--- src/rtl/gmii_tx_framer.sv ---
// gmii_tx_framer: builds Ethernet frames on the GMII transmit interface.
// Sends preamble, SFD, payload, optional zero padding, CRC-32 FCS and the
// inter-frame gap. Everything runs in the gmii_tx_clk domain.
//
// Build option: define GMII_TX_FRAMER_PAD_EN to zero-pad payloads shorter
// than MIN_DATA_LEN (padding covered by the FCS). Undefined: no PAD state.
//
// Ports:
//   gmii_tx_clk  in   transmit clock (only clock)
//   tx_rst       in   synchronous active-high reset
//   s_data[7:0]  in   payload byte
//   s_valid      in   payload byte valid
//   s_last       in   final payload byte of the frame (qualified by s_valid)
//   s_ready      out  byte consumed when s_valid && s_ready (PAYLOAD only)
//   gmii_tx_en   out  GMII transmit enable (registered)
//   gmii_txd     out  GMII transmit data (registered)
//   busy         out  high in every state except IDLE (registered)
//   tx_err       out  one-cycle pulse on a payload underrun
module gmii_tx_framer #(
  parameter int unsigned PREAMBLE_LEN = 7,
  parameter int unsigned IFG_BYTES    = 12,
  parameter int unsigned MIN_DATA_LEN = 60
) (
  input  logic       gmii_tx_clk,
  input  logic       tx_rst,
  input  logic [7:0] s_data,
  input  logic       s_valid,
  input  logic       s_last,
  output logic       s_ready,
  output logic       gmii_tx_en,
  output logic [7:0] gmii_txd,
  output logic       busy,
  output logic       tx_err
);

  if (PREAMBLE_LEN < 1 || PREAMBLE_LEN > 15) begin : g_bad_preamble
    $error("PREAMBLE_LEN must be 1..15");
  end
  if (IFG_BYTES < 1 || IFG_BYTES > 255) begin : g_bad_ifg
    $error("IFG_BYTES must be 1..255");
  end
  if (MIN_DATA_LEN > 2047) begin : g_bad_min
    $error("MIN_DATA_LEN must not exceed 2047");
  end

  typedef enum logic [2:0] {
    IDLE, PREAMBLE, SFD, PAYLOAD, FCS, IFG
`ifdef GMII_TX_FRAMER_PAD_EN
    , PAD
`endif
  } state_t;

  localparam logic [7:0] PRE_LAST = 8'(PREAMBLE_LEN - 1);
  localparam logic [7:0] IFG_LAST = 8'(IFG_BYTES - 1);
`ifdef GMII_TX_FRAMER_PAD_EN
  localparam logic [11:0] MIN_LEN = 12'(MIN_DATA_LEN);
`endif

  state_t      state;
  logic [7:0]  step_cnt;
  logic [10:0] byte_cnt;
  logic [31:0] crc;
  logic        fcs_bad;
  logic [31:0] fcs_word;
  logic [10:0] byte_cnt_inc;

  // Reflected CRC-32, one byte per call, LSB first.
  function automatic logic [31:0] crc32_byte(input logic [31:0] c, input logic [7:0] d);
    logic [31:0] r;
    r = c;
    for (int unsigned i = 0; i < 8; i++) begin
      if (r[0] ^ d[i]) r = (r >> 1) ^ 32'hEDB88320;
      else             r = r >> 1;
    end
    return r;
  endfunction

  assign s_ready      = (state == PAYLOAD);
  // An underrun sends the un-inverted register, i.e. the complement of the good FCS.
  assign fcs_word     = fcs_bad ? crc : ~crc;
  assign byte_cnt_inc = (byte_cnt == '1) ? byte_cnt : byte_cnt + 11'd1;

  always_ff @(posedge gmii_tx_clk) begin
    if (tx_rst) begin
      state      <= IDLE;
      step_cnt   <= '0;
      byte_cnt   <= '0;
      crc        <= '1;
      fcs_bad    <= 1'b0;
      gmii_tx_en <= 1'b0;
      gmii_txd   <= '0;
      busy       <= 1'b0;
      tx_err     <= 1'b0;
    end else begin
      tx_err <= 1'b0;
      unique case (state)
        IDLE: begin
          gmii_tx_en <= 1'b0;
          gmii_txd   <= '0;
          step_cnt   <= '0;
          if (s_valid) begin
            state <= PREAMBLE;
            busy  <= 1'b1;
          end
        end
        PREAMBLE: begin
          gmii_tx_en <= 1'b1;
          gmii_txd   <= 8'h55;
          if (step_cnt == PRE_LAST) begin
            step_cnt <= '0;
            state    <= SFD;
          end else begin
            step_cnt <= step_cnt + 8'd1;
          end
        end
        SFD: begin
          gmii_tx_en <= 1'b1;
          gmii_txd   <= 8'hD5;
          crc        <= '1;
          byte_cnt   <= '0;
          fcs_bad    <= 1'b0;
          state      <= PAYLOAD;
        end
        PAYLOAD: begin
          gmii_tx_en <= 1'b1;
          if (s_valid) begin
            gmii_txd <= s_data;
            crc      <= crc32_byte(crc, s_data);
            byte_cnt <= byte_cnt_inc;
            if (s_last) begin
`ifdef GMII_TX_FRAMER_PAD_EN
              if (({1'b0, byte_cnt} + 12'd1) < MIN_LEN) state <= PAD;
              else                                      state <= FCS;
`else
              state <= FCS;
`endif
            end
          end else begin
            gmii_txd <= '0;
            tx_err   <= 1'b1;
            fcs_bad  <= 1'b1;
            state    <= FCS;
          end
        end
`ifdef GMII_TX_FRAMER_PAD_EN
        PAD: begin
          gmii_tx_en <= 1'b1;
          gmii_txd   <= '0;
          crc        <= crc32_byte(crc, 8'h00);
          byte_cnt   <= byte_cnt_inc;
          if (({1'b0, byte_cnt} + 12'd1) >= MIN_LEN) state <= FCS;
        end
`endif
        FCS: begin
          gmii_tx_en <= 1'b1;
          gmii_txd   <= fcs_word[{step_cnt[1:0], 3'b000} +: 8];
          if (step_cnt == 8'd3) begin
            step_cnt <= '0;
            state    <= IFG;
          end else begin
            step_cnt <= step_cnt + 8'd1;
          end
        end
        IFG: begin
          gmii_tx_en <= 1'b0;
          gmii_txd   <= '0;
          if (step_cnt == IFG_LAST) begin
            step_cnt <= '0;
            state    <= IDLE;
            busy     <= 1'b0;
          end else begin
            step_cnt <= step_cnt + 8'd1;
          end
        end
        default: begin
          state <= IDLE;
          busy  <= 1'b0;
        end
      endcase
    end
  end

endmodule

--- config.mk ---
export PLATFORM = sky130hd
export DESIGN_NAME = gmii_tx_framer
export DESIGN_NICKNAME = d
export VERILOG_FILES = /design/src/rtl/gmii_tx_framer.sv
export SDC_FILE = /design/constraint.sdc
export NUM_CORES = 1
export LEC_CHECK = 0
export CAP_MARGIN = 0
export CORE_MARGIN = 3
export CORE_UTILIZATION = 44
export CTS_CLUSTER_SIZE = 8
export DETAILED_ROUTE_END_ITERATION = 16
export GPL_TIMING_DRIVEN = 0
export SETUP_SLACK_MARGIN = 0.15
export SYNTH_ARGS = -nofsm -noshare
export SYNTH_HDL_FRONTEND = slang
export SYNTH_SLANG_ARGS = --single-unit
--- constraint.sdc ---
create_clock -name gmii_tx_clk -period 4.8 [get_ports gmii_tx_clk]
set_input_delay 0.96 -clock gmii_tx_clk [delete_from_list [all_inputs] [get_ports gmii_tx_clk]]
set_output_delay 0.96 -clock gmii_tx_clk [all_outputs]
set_load 0.005 [all_outputs]
==> impl_summary.md <==
Run status
The flow ran to the end, and the final reports show no timing, DRC or antenna violations.

GRT
For met1 alone, demand over resource in global routing was 0.304. The first global-routing pass estimated 14.4 mm of wire. The number of global-route vias before repair was 2603. The global-route met3 utilization is 0.0370. Entering global routing, the biggest net connects 15 pins. The routing usage on met2 is 0.344. The layer carrying the most global-route usage is met2. The initial antenna violation count came to 0. The aggregate global-route resource usage is 0.215. The overall overflow remaining after global route is 0.

Critical path
Data arrives at the worst endpoint at about 3.2 ns. In this run the critical register-to-register path is captured at step_cnt[5]. The cell with the largest stage delay on the worst path is xnor3_2. The category of the worst setup path launch point is an input pin. STA classifies the critical path endpoint as a flop. The worst register-to-register path begins at step_cnt[0]. For flop-to-flop paths, the worst setup slack is about 2.3 ns.

By startpoint and endpoint, the worst setup path is classified as in2reg. Walking the worst path, the cells encountered are clkdlybuf4s50_1 > xor2_2 > xnor3_2 > xor2_1 > and4b_1 > nor3_1. The worst endpoint required time is between 5 and 6 ns. The critical-path maximum fanout is 5. The worst register-to-register path has a depth of 9. The highest cell delay on the worst timing path is about 0.58 ns.

STA
The clock arrives with roughly 0.0055 ns of skew. The number of endpoints failing setup at the final stage is 0. The minimum hold slack is ~0.50 ns. At the pin with the least slew margin, the transition time is approximately 0.77 ns. The worst path needs 2.93 ns of the cycle, external delays included. The worst relative slew slack is 0.486. The maximum operating frequency is 342 MHz. Setup repair after global routing left no endpoint under its margin. Dividing the final minimum period by the clock period gives 0.610. The final number of hold-violating endpoints is 0.

Adding up every negative setup slack in the final design gives 0 ns. The number of max-slew violations in the final report is 0.

Die
The die is just over 90 um tall. The die is around 93 um wide. The placeable core area is 7330 um^2. The starting density of the core is 0.458.

The floorplan has 31 rows. The total I/O pin count is 24. The total die area is about 8700 um^2.

Flow run
Max-cap violations in this run came to 0.

Yosys
The mean post-synth cell area is between 9 and 10 um^2. The number of flip-flops and latches in the synthesized netlist is 55. The cell count after synthesis is approximately 350. The synthesized design contains 0 enable-type register cells. The count of cell types in the netlist is 46. The primary flip-flop cell chosen by synthesis mapping is dfxtp_1.

When the netlist entered floorplanning its net count stood at 363. The yosys synthesis warning count is 0. In this run the cell area of the synthesized design comes to between 3000 and 4000 um^2. The sequential area share after synthesis is 0.328.

Of all flip-flops after synthesis, the portion carrying an async set or reset was 0.

Pwr
The proportion of total power due to net switching is 0.269. The portion of total power attributed to sequential cells is 0.523. The cell-internal power is about 0.65 mW. The design draws 0.886 mW. In this run the power density over the cells is 235 nW/um^2. In this run the static leakage power is about 1.3 nW. The worst IR drop on VDD is between 0.0001 and 0.00015 V.

The analysis attributes to net switching a power of approximately 0.24 mW. The clock network power share is 0.279. Of the total power, combinational logic draws 0.198.

Worst hold path
The worst hold path passes through 2 cells. The terminating pin of the worst hold path is gmii_txd[0]. The min-delay analysis places its worst path in the category reg2reg. The critical hold path startpoint is gmii_txd[0].

Routing
Summed over all layers, the routed wires come to 8.69 mm. In the final routed layout, each cell accounts on average for 18.3 um. Detailed routing inserted a total of ~2600 vias.

The remaining antenna violation count after routing is 0. The vias per cell is approximately 5.6. The count of routing violations after the opening detailed-route iteration is about 160.

The first TritonRoute pass finished after 4 iterations. The final routed DRC violation total is 0.

Final layout
Counting the fill cells in the layout gives about 680. Of the cells placed in the final design, the portion with a size suffix greater than 1 is 0.0747. 0 antenna diodes ended up in the layout. The total area of multi-input combinational cells is 2110 um^2. In the final layout, flip-flops and latches occupy between 1000 and 1500 um^2. The count of nets after finishing is 391. The area growth from synthesis to layout is 12.1%.

Clocking
The longest clock path from root to sink contains 2 buffers. TritonCTS built the clock tree. Clock latency on the worst-skew pair, taken at its later pin, is 0.31 ns. In this run, post-CTS hold repair placed 0 buffers.

The number of CTS-inserted buffers is 5. After clock tree synthesis, the clock-pin slew on the worst setup and hold paths is 0.09 ns. The clock sink total is between 50 and 60.

The quantity of gates resized following cts is 0. The buffers inserted during post-CTS setup optimization is 0. The cell sitting at the root of the clock tree is a clkbuf_8. CTS built an H-tree with a depth of 2.

Placement
The weighted congestion reported at the end of routability-driven placement is around 0.83. The HPWL after detailed placement is ~6.3 mm. The count of buffers added on input and output ports is 21.
## cell usage in the layout (no fill, tap or decap), types with 2 or more instances in the layout
cell	instances
ha_1	3
xnor2_2	7
nor2_1	29
a31oi_1	4
clkbuf_1	19
buf_6	3
xnor2_1	47
dfxtp_1	55
o22ai_1	23
mux4_2	7
xnor3_1	7
nor4_1	2
nand2_1	18
inv_1	5
a311oi_1	2
xor3_1	2
nand3_1	5
clkbuf_8	6
clkdlybuf4s50_1	21
nand3b_1	5
nand2b_1	27
a21oi_1	20
a211oi_1	4
a221oi_1	5
xor2_1	10
nor3_1	14
o21ai_0	2
a222oi_1	3
a211o_1	2
## how the worst max path moves through the flow
| stage | start | endpoint | cells past startpoint |
|---|---|---|---|
| 2_1_floorplan | s_data[6] | crc[25] | 5 |
| 3_3_place_gp | s_data[7] | crc[26] | 6 |
| 3_5_place_dp | s_data[7] | crc[5] | 6 |
| 4_1_cts | s_data[7] | crc[26] | 6 |
| 5_1_grt | s_data[6] | crc[25] | 6 |
| 6_report | s_data[6] | crc[25] | 6 |
## kinds of logic (layout without fill, tap and decap cells)
family,count (synthesis),after routing,synth area share
flops,55,55,0.328
mux,8,8,0.0548
compound gates,70,70,0.135
simple gates,107,107,0.165
buf+inv,29,56,0.0425
fa+ha+maj,3,3,0.0112
xor+xnor,76,76,0.264
## through the flow
step                setup WS [ns]  instance area [um^2]  utilization  std cells
CTS                          1.88                  3760        0.514        474
global placement             1.51                  3690        0.504        468
floorplan                    2.40                  3360            -        348
global route                 1.74                  3760        0.514        474
finish                       1.87                  3760        0.514        474
detailed placement           1.56                  3690        0.504        468
## metal layers
layer	share of wire	wire (um)	vias to the layer above
met5	0	0	-
met4	0.016	136	0
met3	0.060	519	17
met2	0.45	3940	81
met1	0.47	4100	1261
li1	-	-	1283
## final cells by class
cell class                      count  area share
Multi-Input combinational cell    264       0.562
Inverter                            6     0.00598
Clock buffer                        6      0.0193
Tap cell                           99      0.0329
Timing Repair Buffer               21      0.0558
Buffer                             23      0.0319
Sequential cell                    55       0.292
## worst max-delay path, delay by kind of cell
kind / cells / cell delay, ns
xor gates and xnor gates: 3 / 1.19
buffers and inverters: 1 / 0.57
and+or+nand+nor: 2 / 0.44
## power by group through the flow
stage	logic (mW)	registers (mW)	clock network (mW)
floorplan	0.131	0.474	0
global placement	0.173	0.474	0
detailed placement	0.173	0.474	0
CTS	0.175	0.464	0.254
global route	0.189	0.464	0.270
finish	0.175	0.463	0.247
## cells in the mapped netlist (all sizes together), types with 2 or more instances
library cell	count	area, um^2
a21oi	20	100
nor2	29	109
mux4	8	184
nand2b	27	169
dfxtp	55	1100
xor3	2	47.6
nand3	5	25.0
o21ai	3	15.0
nor3	14	70.1
a31oi	4	25.0
ha	3	37.5
clkbuf	19	81.3
xor2	12	131
xnor2	54	526
a211o	2	17.5
a311oi	2	17.5
a211oi	4	30.0
a222oi	3	30.0
xnor3	8	181
inv	5	18.8
nand2	18	67.6
a221oi	5	43.8
buf	4	38.8
nor4	2	12.5
o22ai	23	144
nand3b	5	37.5
## flip-flops by register name (all words and copies together), names as in the netlist
signal,count
crc,32
step_cnt,8
busy,1
fcs_bad,1
tx_err,1
state,3
gmii_txd,8
gmii_tx_en,1
(Power assumes the default switching activity.)
